$ cat src/rtl/display_pkg.sv
// Shared types and helpers for the front-panel display blocks.
package display_pkg;

  typedef enum logic [0:0] {
    ST_SHOW  = 1'b0,
    ST_BLANK = 1'b1
  } state_e;

  // Active-low segments: all ones is dark. Slice to the segment width in use.
  localparam int SEG_W_MAX = 64;
  localparam logic [SEG_W_MAX-1:0] SEG_BLANK = '1;

  // Bits needed to hold 0..n-1, never less than one.
  function automatic int idx_width(input int n);
    return (n > 1) ? $clog2(n) : 1;
  endfunction

endpackage

$ cat src/rtl/display_page_scheduler_button_debounce.sv
// Push-button conditioner: 2-FF synchroniser, stability timer, press pulse.
module button_debounce
  import display_pkg::*;
#(
  parameter int DEBOUNCE_CYCLES = 500_000
) (
  input  logic clk,
  input  logic rst_n,
  input  logic i_btn,
  output logic o_evt
);

  localparam int CNT_W = idx_width(DEBOUNCE_CYCLES);
  localparam logic [CNT_W-1:0] CNT_LOAD = CNT_W'(DEBOUNCE_CYCLES - 1);

  logic             r_sync1;
  logic             r_sync2;
  logic             r_level;
  logic [CNT_W-1:0] r_cnt;
  logic             r_evt;

  // Down-counter reloads whenever the sample agrees with the accepted level.
  always_ff @(posedge clk or negedge rst_n) begin
    if (!rst_n) begin
      r_sync1 <= 1'b0;
      r_sync2 <= 1'b0;
      r_level <= 1'b0;
      r_cnt   <= CNT_LOAD;
      r_evt   <= 1'b0;
    end else begin
      r_sync1 <= i_btn;
      r_sync2 <= r_sync1;
      r_evt   <= 1'b0;
      if (r_sync2 == r_level) begin
        r_cnt <= CNT_LOAD;
      end else if (r_cnt == '0) begin
        r_level <= r_sync2;
        r_cnt   <= CNT_LOAD;
        r_evt   <= r_sync2;
      end else begin
        r_cnt <= r_cnt - 1'b1;
      end
    end
  end

  assign o_evt = r_evt;

endmodule

$ cat src/rtl/display_page_scheduler.sv
// Seven-segment page selector: button / auto-rotate advance, skips disabled
// pages, blanks the panel between pages.
//   state    | meaning
//   ST_SHOW  | drive selected page, run dwell timer, accept advances
//   ST_BLANK | panel dark for BLANK_CYCLES after a page change
module display_page_scheduler
  import display_pkg::*;
#(
  parameter int NUM_PAGES       = 2,
  parameter int NUM_DIGIT_PAIRS = 4,
  parameter int SEG_W           = 14,
  parameter int DWELL_CYCLES    = 50_000_000,
  parameter int DEBOUNCE_CYCLES = 500_000,
  parameter int BLANK_CYCLES    = 5_000_000
) (
  input  logic                                      clk,
  input  logic                                      rst_n,
  input  logic                                      page_btn,
  input  logic                                      auto_mode,
  input  logic [NUM_PAGES-1:0]                      page_en,
  input  logic [NUM_PAGES*NUM_DIGIT_PAIRS*SEG_W-1:0] page_data,
  output logic [NUM_DIGIT_PAIRS*SEG_W-1:0]          led_out,
  output logic [idx_width(NUM_PAGES)-1:0]           page_idx,
  output logic                                      page_change
);

  localparam int PAGE_W     = NUM_DIGIT_PAIRS * SEG_W;
  localparam int IDX_W      = idx_width(NUM_PAGES);
  localparam int DWELL_W    = idx_width(DWELL_CYCLES);
  localparam int BLANK_W    = idx_width((BLANK_CYCLES > 0) ? BLANK_CYCLES : 1);
  localparam int BLANK_LAST = (BLANK_CYCLES > 0) ? BLANK_CYCLES - 1 : 0;
  localparam logic [PAGE_W-1:0] LED_BLANK = {NUM_DIGIT_PAIRS{SEG_BLANK[SEG_W-1:0]}};

  state_e               r_state;
  logic [PAGE_W-1:0]    r_led;
  logic [IDX_W-1:0]     r_page_idx;
  logic                 r_page_change;
  logic [DWELL_W-1:0]   r_dwell;
  logic [BLANK_W-1:0]   r_blank;

  logic                 w_btn_evt;
  logic                 w_any_en;
  logic                 w_cur_dis;
  logic                 w_dwell_exp;
  logic                 w_advance;
  logic [IDX_W-1:0]     w_next_page;
  logic [PAGE_W-1:0]    w_pages [NUM_PAGES];

  button_debounce #(
    .DEBOUNCE_CYCLES(DEBOUNCE_CYCLES)
  ) u_btn (
    .clk  (clk),
    .rst_n(rst_n),
    .i_btn(page_btn),
    .o_evt(w_btn_evt)
  );

  for (genvar p = 0; p < NUM_PAGES; p++) begin : g_page
    assign w_pages[p] = page_data[p*PAGE_W +: PAGE_W];
  end

  // Pick the enabled page at the smallest forward distance; the current
  // page sits at distance NUM_PAGES so it is never chosen over another.
  always_comb begin
    int v_best;
    int v_dist;
    w_next_page = r_page_idx;
    v_best      = NUM_PAGES;
    v_dist      = 0;
    for (int p = 0; p < NUM_PAGES; p++) begin
      v_dist = (p > int'(r_page_idx)) ? p - int'(r_page_idx)
                                      : p + NUM_PAGES - int'(r_page_idx);
      if (page_en[p] && (v_dist < v_best)) begin
        v_best      = v_dist;
        w_next_page = IDX_W'(p);
      end
    end
  end

  assign w_any_en    = |page_en;
  assign w_cur_dis   = !page_en[r_page_idx];
  assign w_dwell_exp = auto_mode && (r_dwell == DWELL_W'(DWELL_CYCLES - 1));
  assign w_advance   = w_any_en && (w_btn_evt || w_dwell_exp || w_cur_dis);

  always_ff @(posedge clk or negedge rst_n) begin
    if (!rst_n) begin
      r_state       <= ST_SHOW;
      r_led         <= LED_BLANK;
      r_page_idx    <= '0;
      r_page_change <= 1'b0;
      r_dwell       <= '0;
      r_blank       <= '0;
    end else begin
      r_page_change <= 1'b0;
      case (r_state)
        ST_SHOW: begin
          r_led <= w_any_en ? w_pages[r_page_idx] : LED_BLANK;
          if (w_advance && (w_next_page != r_page_idx)) begin
            r_page_idx    <= w_next_page;
            r_page_change <= 1'b1;
            r_dwell       <= '0;
            if (BLANK_CYCLES > 0) begin
              r_state <= ST_BLANK;
              r_blank <= '0;
            end
          end else if (w_advance || w_dwell_exp || !auto_mode) begin
            r_dwell <= '0;
          end else begin
            r_dwell <= r_dwell + 1'b1;
          end
        end
        ST_BLANK: begin
          r_led   <= LED_BLANK;
          r_dwell <= '0;
          if (r_blank == BLANK_W'(BLANK_LAST)) begin
            r_state <= ST_SHOW;
            r_blank <= '0;
          end else begin
            r_blank <= r_blank + 1'b1;
          end
        end
        default: r_state <= ST_SHOW;
      endcase
    end
  end

  assign led_out     = r_led;
  assign page_idx    = r_page_idx;
  assign page_change = r_page_change;

endmodule

$ cat config.mk
export PLATFORM = sky130hd
export DESIGN_NAME = display_page_scheduler
export DESIGN_NICKNAME = d
export VERILOG_FILES = /design/src/rtl/display_pkg.sv /design/src/rtl/display_page_scheduler_button_debounce.sv /design/src/rtl/display_page_scheduler.sv
export SDC_FILE = /design/constraint.sdc
export NUM_CORES = 1
export LEC_CHECK = 0
export BUFFER_PORTS_ARGS = -buffer_cell sky130_fd_sc_hd__buf_4
export CAP_MARGIN = 40
export CORE_MARGIN = 3
export CORE_UTILIZATION = 45
export DETAILED_ROUTE_END_ITERATION = 8
export GPL_TIMING_DRIVEN = 0
export PLACE_DENSITY_LB_ADDON = 0.08
export SYNTH_ARGS = -nofsm -noshare
export SYNTH_HDL_FRONTEND = slang
export SYNTH_SLANG_ARGS = --single-unit
$ cat constraint.sdc
create_clock -name clk -period 2.3 [get_ports clk]
set_input_delay 0.345 -clock clk [delete_from_list [all_inputs] [get_ports clk]]
set_output_delay 0.345 -clock clk [all_outputs]
set_load 0.1 [all_outputs]
==> results, run 1 <==
- The run finished with clean final reports.
- At the pin with the least slew margin, the transition time is 720 ps.
- The data required time of the worst path is around 2600 ps.
- The post-synthesis area per instance is 10.7 um^2.
- The via count of the first global-routing pass is 5,056.
- The post-layout worst setup margin is 73.6 ps.
- The maximum clock skew at final layout is ~7.3 ps.
- The final-stage net count is 897.
- Of all flip-flops after synthesis, the portion carrying an async set or reset was 1.00.
- The worst-case clock buffer depth is 2.
- The final critical delay including setup and external delays is 2230 ps.
- The post-CTS clock slew at the launch and capture registers of the worst setup and hold paths is 50 ps.
- Once placement finished, the instance area stood at slightly below 8000 um^2.
- The cell repeated most along the worst path is sky130_fd_sc_hd__or4_1.
- The number of DRC markers after the initial detailed-route iteration is around 320.
- The first TritonRoute pass finished after 4 iterations.
- In the final layout, the share of cells above drive strength 1 is 0.394.
- Final hold analysis gives a worst-case slack of between 30 and 40 ps.
- The path class of the tightest hold or removal check is in -> reg.
- The synthesized design contains 0 enable-type register cells.
- Max-cap violations in this run came to 0.
- The starting utilization of the core area is 0.461.
- The largest vdd supply drop is approximately 0.52 mV.
- Timing would allow up to 449 MHz.
- The synthesized-area fraction occupied by ao, oa, aoi and oai cells is 0.0726.
- Yosys attributes the largest share of cell area to sky130_fd_sc_hd__dfstp_2 (29%), sky130_fd_sc_hd__dfrtp_1 (26%), sky130_fd_sc_hd__mux2i_1 (9.5%).
- For this run the aggregate overflow at the end of global routing stands at 0.
- The combinational family with the most area after synthesis is simple AND/OR/NAND/NOR gates.
- The number of antenna violations at the first check in global routing is 0.
- The post-route DRC violation count is 0.
- Summing over every cut layer, the via total after detailed routing is 4,974.
- Port buffering added between 150 and 200 buffers.
- The core outline area is ~13,000 um^2.
- The CTS tree is yes.
- By startpoint and endpoint, the worst setup path is classified as reg -> reg.
- Detailed placement finished with a half-perimeter wire length of 11.8 mm.
- Clock latency on the worst-skew pair, taken at its later pin, is 410 ps.
- Of the total synthesized cell area, the portion taken by AND, OR, NAND and NOR gates is 0.204.
- In the final layout, the multi-input gates occupy 2710 um^2.
- The post-detailed-route count of antenna-violating nets is 0.
- The most instantiated flip-flop cell in the synthesis netlist is sky130_fd_sc_hd__dfstp_2.
- The clock sink count is 131.
- Of the total synthesized cell area, the portion taken by XOR and XNOR cells is 0.0500.
- The first-pass GRT wire length is between 20 and 30 mm.
- The leading area contributor after synthesis is sky130_fd_sc_hd__dfstp_2.
- The portion of synthesized area spent on multiplexers is 0.0983.
- The master cell of the clock root buffer is sky130_fd_sc_hd__clkbuf_16.
- The arrival time of data at the critical path endpoint is 2570 ps.
- Of the synthesized area, sequential elements account for 0.548.
- The flip-flop and latch count after synthesis is about 130.
- The synthesized net count is 695.
- For this run, the slowest stage of the critical path takes ~500 ps.
- Setup violations remaining at the end of the flow were counted as 0.
- The routed via count divided by cell count is 5.15.
- 0 antenna diodes ended up in the layout.
- Traced cell by cell, the critical path runs through clkinv_1, or3_4, or4_1, buf_2, or4_1, a21oi_1.
- The worst relative slew slack is 0.520.
- The worst setup path is captured at a register.
- Dividing the final minimum period by the clock period gives 0.968.
- The total power density per cell area is around 630 nW/um^2.
- The total die area is between 15,000 and 20,000 um^2.
- The total length of routed wires is 16.0 mm.
- The final count of pins violating max slew was 0.
- The launching element type of the critical path is a register.
- The synthesized-area fraction occupied by adder cells is 0.00612.
- Setup repair after global routing could not meet its margin everywhere.
- The floorplan step set the die height to 123 um.
- Buffers inserted during clock tree synthesis total 17.
- The maximum net fanout on the critical path is 7.
- The I/O pin total is about 180.
- The average routed wire per standard cell is 16.6 um.
- The number of different library cells in the post-synthesis netlist is 51.
- The number of hold-slack violations in the final timing report is 0.
- The placement-stage worst setup slack is -346 ps.
- The layout-stage area growth over the synthesis result is 37.8%.
- The maximum number of pins on one net before global-route repair is 82.
- The share of synthesized area in the top cell type comes to 0.287.
- The number of synthesis warnings is 0.
- The mapped netlist covers 6130 um^2.
- The sequential cell area is 3370 um^2.
- The die outline width is between 100 and 150 um.
- The number of fillers in the final layout is 1,078.
- The analysis attributes to cell leakage a power of around 3.6 nW.
- The number of cell rows is 42.
- The routability congestion estimate from global placement is 0.814.
- In the global route stage, overall resource usage came out at 0.220.
- The slowest stage cell on the critical path is sky130_fd_sc_hd__or4_1.
- The number of cells produced by synthesis is 574.
- The number of levels the H-tree was split into is 4.
- Summing all non-filler instances in the final layout gives an area of 8450 um^2.
==> where the power goes <==
part / switching, mW / internal [mW]
Sequential: 0.00668 / 2.32
Combinational: 0.102 / 0.156
Clock: 0.984 / 1.73
==> per-stage QoR <==
stage                     setup TNS, ps   util  instances  total power, mW
final                                 0  0.636        965             5.30
after floorplan                       0      -        574             2.41
after global routing              -2.81  0.636        965             5.50
after detailed placement         -11150  0.579        927             2.63
after CTS                             0  0.631        964             5.37
after global placement            -8930  0.577        925             2.61
==> cells in the final DEF (no fill, tap or decap), drive strengths merged, types with 2 or more instances in the layout <==
cell	instances
buf	193
mux2i	58
nor3	19
o41ai	2
nand2	88
or4	7
or2	3
a211o	12
a221o	5
nor4	14
o21a	3
dfrtp	64
o31ai	5
and2	2
clkinv	5
and4	3
nor3b	7
xor2	11
inv	11
a21o	3
nor2	48
or3	4
mux2	2
a21oi	10
clkbuf	38
nand4	12
xnor2	24
o311a	2
o21ai	8
nor4b	2
and3	15
ha	3
dfstp	67
nand3	26
==> cell type report <==
class | instances | area share
buffer | 21 | 0.0110
clock buffer | 25 | 0.0638
clock inverter | 7 | 0.00740
inverter | 10 | 0.00444
multi-input combinational | 409 | 0.321
sequential | 131 | 0.398
tap | 176 | 0.0261
timing repair buffer | 186 | 0.168
==> per-layer routing <==
layer / vias to the layer above / track usage / share of wire
met4: 0 / 0.0742 / 0.012
met5: - / 0 / 0
met1: 2360 / 0.274 / 0.42
li1: 2446 / - / -
met3: 16 / 0.0903 / 0.081
met2: 152 / 0.346 / 0.49
==> sequential cells by signal, summed over array words and instances, names as in the netlist <==
name / flops
r_state: 1
page_change: 1
led_out: 56
u_btn.o_evt: 1
r_blank: 23
r_dwell: 26
u_btn.r_level: 1
u_btn.r_sync1: 1
u_btn.r_sync2: 1
page_idx: 1
u_btn.r_cnt: 19
==> final timing paths <==
kind	to	start	cells after the start	slack (ps)
setup / recovery	r_dwell[25]	r_dwell[17]	6	70
hold / removal	u_btn.r_sync1	page_btn	1	30
setup reg to reg	r_dwell[25]	r_dwell[17]	6	70
hold reg to reg	u_btn.r_sync2	u_btn.r_sync1	0	350
max in group asynchronous	led_out[43]	rst_n	3	1080
min in group asynchronous	r_dwell[22]	rst_n	2	440
==> worst max-delay path, delay by kind of cell (launching register included) <==
kind	cells	cell delay [ps]
compound gates	1	150
buf+inv	2	270
flops	1	380
simple gates	3	1370
==> Yosys cell counts, drive strengths merged, types with 2 or more instances <==
master	count
nand2	88
dfstp	67
dfrtp	64
mux2i	58
nor2	48
nand3	26
xnor2	24
clkbuf	19
nor3	19
and3	15
nor4	14
a211o	12
nand4	12
xor2	11
a21oi	10
inv	9
o21ai	8
nor3b	7
or4	7
a221o	5
buf	5
o31ai	5
or3	4
a21o	3
and4	3
ha	3
o21a	3
or2	3
and2	2
mux2	2
nor4b	2
o311a	2
o41ai	2
==> timing repair <==
| item | CTS | global route |
|---|---|---|
| endpoints found under the setup margin | 64 | 60 |
| resized for setup | 10 | 18 |
| buffers inserted | 4 | 4 |
| hold buffers | 1 | 0 |
| endpoints found under the hold margin | 37 | 0 |
| pin swaps | 4 | 2 |
==> logic make-up after synthesis <==
logic type,Yosys count
adder cells (fa/ha/maj),3
buffers and inverters,34
AO/OA/AOI/OAI,57
AND/OR/NAND/NOR,254
multiplexers,60
XOR/XNOR,35
flip-flops,131
Power figures use the tool's default switching activity.
==> run 2, diff against run 1 <==
Settings changed: BUFFER_PORTS_ARGS -buffer_cell sky130_fd_sc_hd__buf_4 to -buffer_cell sky130_fd_sc_hd__buf_2.
==> run 2 against run 1 <==
Net effect: combinational power down 21%; first-iteration DRC count down 16%; cell area down 5.1%; sequential cell count unchanged; global-route usage down 0.074 points.
==> results, run 2 (synthesized netlist as in run 1, its figures left out) <==
- The number of fillers in the final layout was 1,150 (was 1,078).
- The post-route fraction of the period consumed by the critical path was 0.965 (was 0.968).
- The I/O pin total is 176 (unchanged).
- The routability congestion estimate from global placement came to 0.829 (was 0.814).
- The wire length the detailed router placed on met1 was 6.49 mm (was 6.73 mm).
- The post-route DRC violation count is 0 (unchanged).
- The commonest non-fill, non-tap cell in the layout is sky130_fd_sc_hd__buf_2 (was sky130_fd_sc_hd__buf_4).
- The count of vias placed by the detailed router is 5,090 (was 4,974).
- The met2 routed wirelength came to 8.07 mm (was 7.76 mm).
- The number of cell rows is 42 (unchanged).
- The final critical delay including setup and external delays is 2220 ps (was 2230 ps).
- The clock insertion delay at the later pin of the skew report is 420 ps (was 410 ps).
- The launching element type of the critical path is a register (unchanged).
- The post-CTS clock slew at the launch and capture registers of the worst setup and hold paths was 60 ps (was 50 ps).
- The standard cell area after detailed placement is 7270 um^2 (was 7700 um^2).
- The CTS tree is yes (unchanged).
- The final sum of negative setup slack was 0 ps (unchanged).
- Setup repair after global routing missed its margin: no (was yes).
- The number of antenna violations at the first check in global routing is 2 (was 0).
- The buffers plus inverters on the worst setup path came to 1 (was 2).
- The number of levels the H-tree was split into is 4 (unchanged).
- The total power density per cell area was 639 nW/um^2 (was 628 nW/um^2).
- The maximum number of pins on one net before global-route repair came to 79 (was 82).
- The reported leakage power is 3.41 nW (was 3.60 nW).
- The average routed wire per standard cell was 16.4 um (was 16.6 um).
- The routed via count divided by cell count is 5.24 (was 5.15).
- The data required time of the worst path is 2640 ps (about the same).
- The cell repeated most along the worst path is sky130_fd_sc_hd__or4_1 (unchanged).
- The core outline area is 13,300 um^2 (unchanged).
- The type of the worst setup path is reg -> reg (unchanged).
- The maximum net fanout on the critical path was 7 (unchanged).
- The share of final-layout standard cells stronger than drive strength 1 is 0.393 (was 0.394).
- The clock buffer count from CTS is 17 (unchanged).
- The via count of the first global-routing pass is 5,088 (was 5,056).
- The type of the most critical hold path is in -> reg (unchanged).
- The routed length on met3 is 1.20 mm (was 1.30 mm).
- The global-route usage over all layers is 0.219 (was 0.220).
- The worst relative slew slack is 0.521 (was 0.520).
- The master cell of the clock root buffer is sky130_fd_sc_hd__clkbuf_16 (unchanged).
- The total die area was 15,100 um^2 (unchanged).
- The die outline width is 123 um (unchanged).
- The final setup violation count came to 0 (unchanged).
- The clock sink count is 131 (unchanged).
- The largest vdd supply drop came to 0.418 mV (was 0.516 mV).
- The detailed-router iteration count before antenna repair came to 5 (was 4).
- The final instance area is 8020 um^2 (was 8450 um^2).
- The first-pass GRT wire length is 25.3 mm (was 25.5 mm).
- The post-detailed-route count of antenna-violating nets is 0 (unchanged).
- The total congestion overflow is 0 (unchanged).
- Run status: complete, no violations (unchanged).
- The peak clock frequency supported by timing was 450 MHz (was 449 MHz).
- Worst path cell trace: nand3_2, or3_4, or4_1, buf_2, or4_1, a21oi_1 (was clkinv_1, or3_4, or4_1, buf_2, or4_1, a21oi_1).
- The starting utilization of the core area is 0.461 (unchanged).
- The estimated wirelength of the detail-placed design is 11.7 mm (was 11.8 mm).
- The number of DRC markers after the initial detailed-route iteration is 270 (was 323).
- The transition time at the pin with the least slew margin is 718 ps (was 720 ps).
- The count of input and output buffers is 175 (unchanged).
- The kind of cell adding the most delay to the critical path is simple AND/OR/NAND/NOR gates (unchanged).
- The flop-to-flop setup slack was 80 ps (was 70 ps).
- The largest stage delay on the critical path is 500 ps (about the same).
- The layout-stage area growth over the synthesis result is 30.7% (was 37.8%).
- The maximum clock skew at final layout is 11.9 ps (was 7.30 ps).
- The final count of pins violating max slew came to 0 (unchanged).
- Most frequent cells in the layout: sky130_fd_sc_hd__buf_2 (176), sky130_fd_sc_hd__nand2_1 (88), sky130_fd_sc_hd__dfstp_2 (67), sky130_fd_sc_hd__dfrtp_1 (63), sky130_fd_sc_hd__mux2i_1 (58) (was sky130_fd_sc_hd__buf_4 (184), sky130_fd_sc_hd__nand2_1 (88), sky130_fd_sc_hd__dfstp_2 (67), sky130_fd_sc_hd__dfrtp_1 (61), sky130_fd_sc_hd__mux2i_1 (58)).
- The post-route core utilization came to 0.603 (was 0.636).
- The final-stage net count was 903 (was 897).
- The post-layout worst setup margin came to 79.5 ps (was 73.6 ps).
- The endpoint class of the critical path was a register (unchanged).
- The total chip power was 5.12 mW (was 5.30 mW).
- The flip-flop count of the largest register, all copies and words added is 56 (unchanged).
- The number of hold-slack violations in the final timing report was 0 (unchanged).
- The total length of routed wires is 15.9 mm (was 16.0 mm).
- The worst-case clock buffer depth is 2 (unchanged).
- The slowest stage cell on the critical path is sky130_fd_sc_hd__or4_1 (unchanged).
- The arrival time of data at the critical path endpoint came to 2560 ps (was 2570 ps).
- The placement-stage worst setup slack was -409 ps (was -346 ps).
- The number of violations of the max-capacitance limit is 0 (unchanged).
- The top layer reached by signal wires was met5 (was met4).
- The die extent in y is 123 um (unchanged).
[run 2: path summary, 6_finish.rpt]
check	start	end	cells after the start
worst max register to register	r_dwell[15]	r_dwell[25]	6
worst min-delay path	page_btn	u_btn.r_sync1	1
worst max-delay path	r_dwell[15]	r_dwell[25]	6
max in group asynchronous	rst_n	u_btn.r_cnt[4]	3
worst min register to register	u_btn.r_sync1	u_btn.r_sync2	0
min in group asynchronous	rst_n	r_dwell[20]	2
[run 2: where the power goes]
group          internal [mW]  switching [mW]  leakage (nW)
registers               2.32         0.00668          1.58
logic                  0.102           0.102          1.54
clock network           1.62           0.967         0.289
[run 2: timing repair]
action | in CTS | in global routing
setup endpoints to repair | 69 | 55
setup buffers | 5 | 7
pin swaps | 4 | 2
resized for setup | 12 | 12
endpoints found under the hold margin | 27 | 0
hold buffers | 1 | 0
[run 2: layer usage]
layer / up-vias / track usage
met5: - / 0
met4: 4 / 0.0686
met3: 13 / 0.0899
met2: 137 / 0.358
met1: 2483 / 0.265
li1: 2453 / -
[run 2: stage by stage]
stage | hold slack (ps) | instances
after floorplan | 49.4 | 574
after global placement | 338 | 925
after detailed placement | 337 | 927
after CTS | 8.50 | 964
after global routing | 12.7 | 970
final | 28.8 | 971
[run 2: layout make-up]
class	instances	area, um^2	area share
clock inverter	6	40.0	0.00499
inverter	10	37.5	0.00468
antenna	1	2.50	0.000312
multi-input combinational	409	2700	0.337
timing repair buffer	190	1010	0.126
buffer	23	103	0.0128
sequential	131	3360	0.419
clock buffer	25	539	0.0673
tap	176	220	0.0275
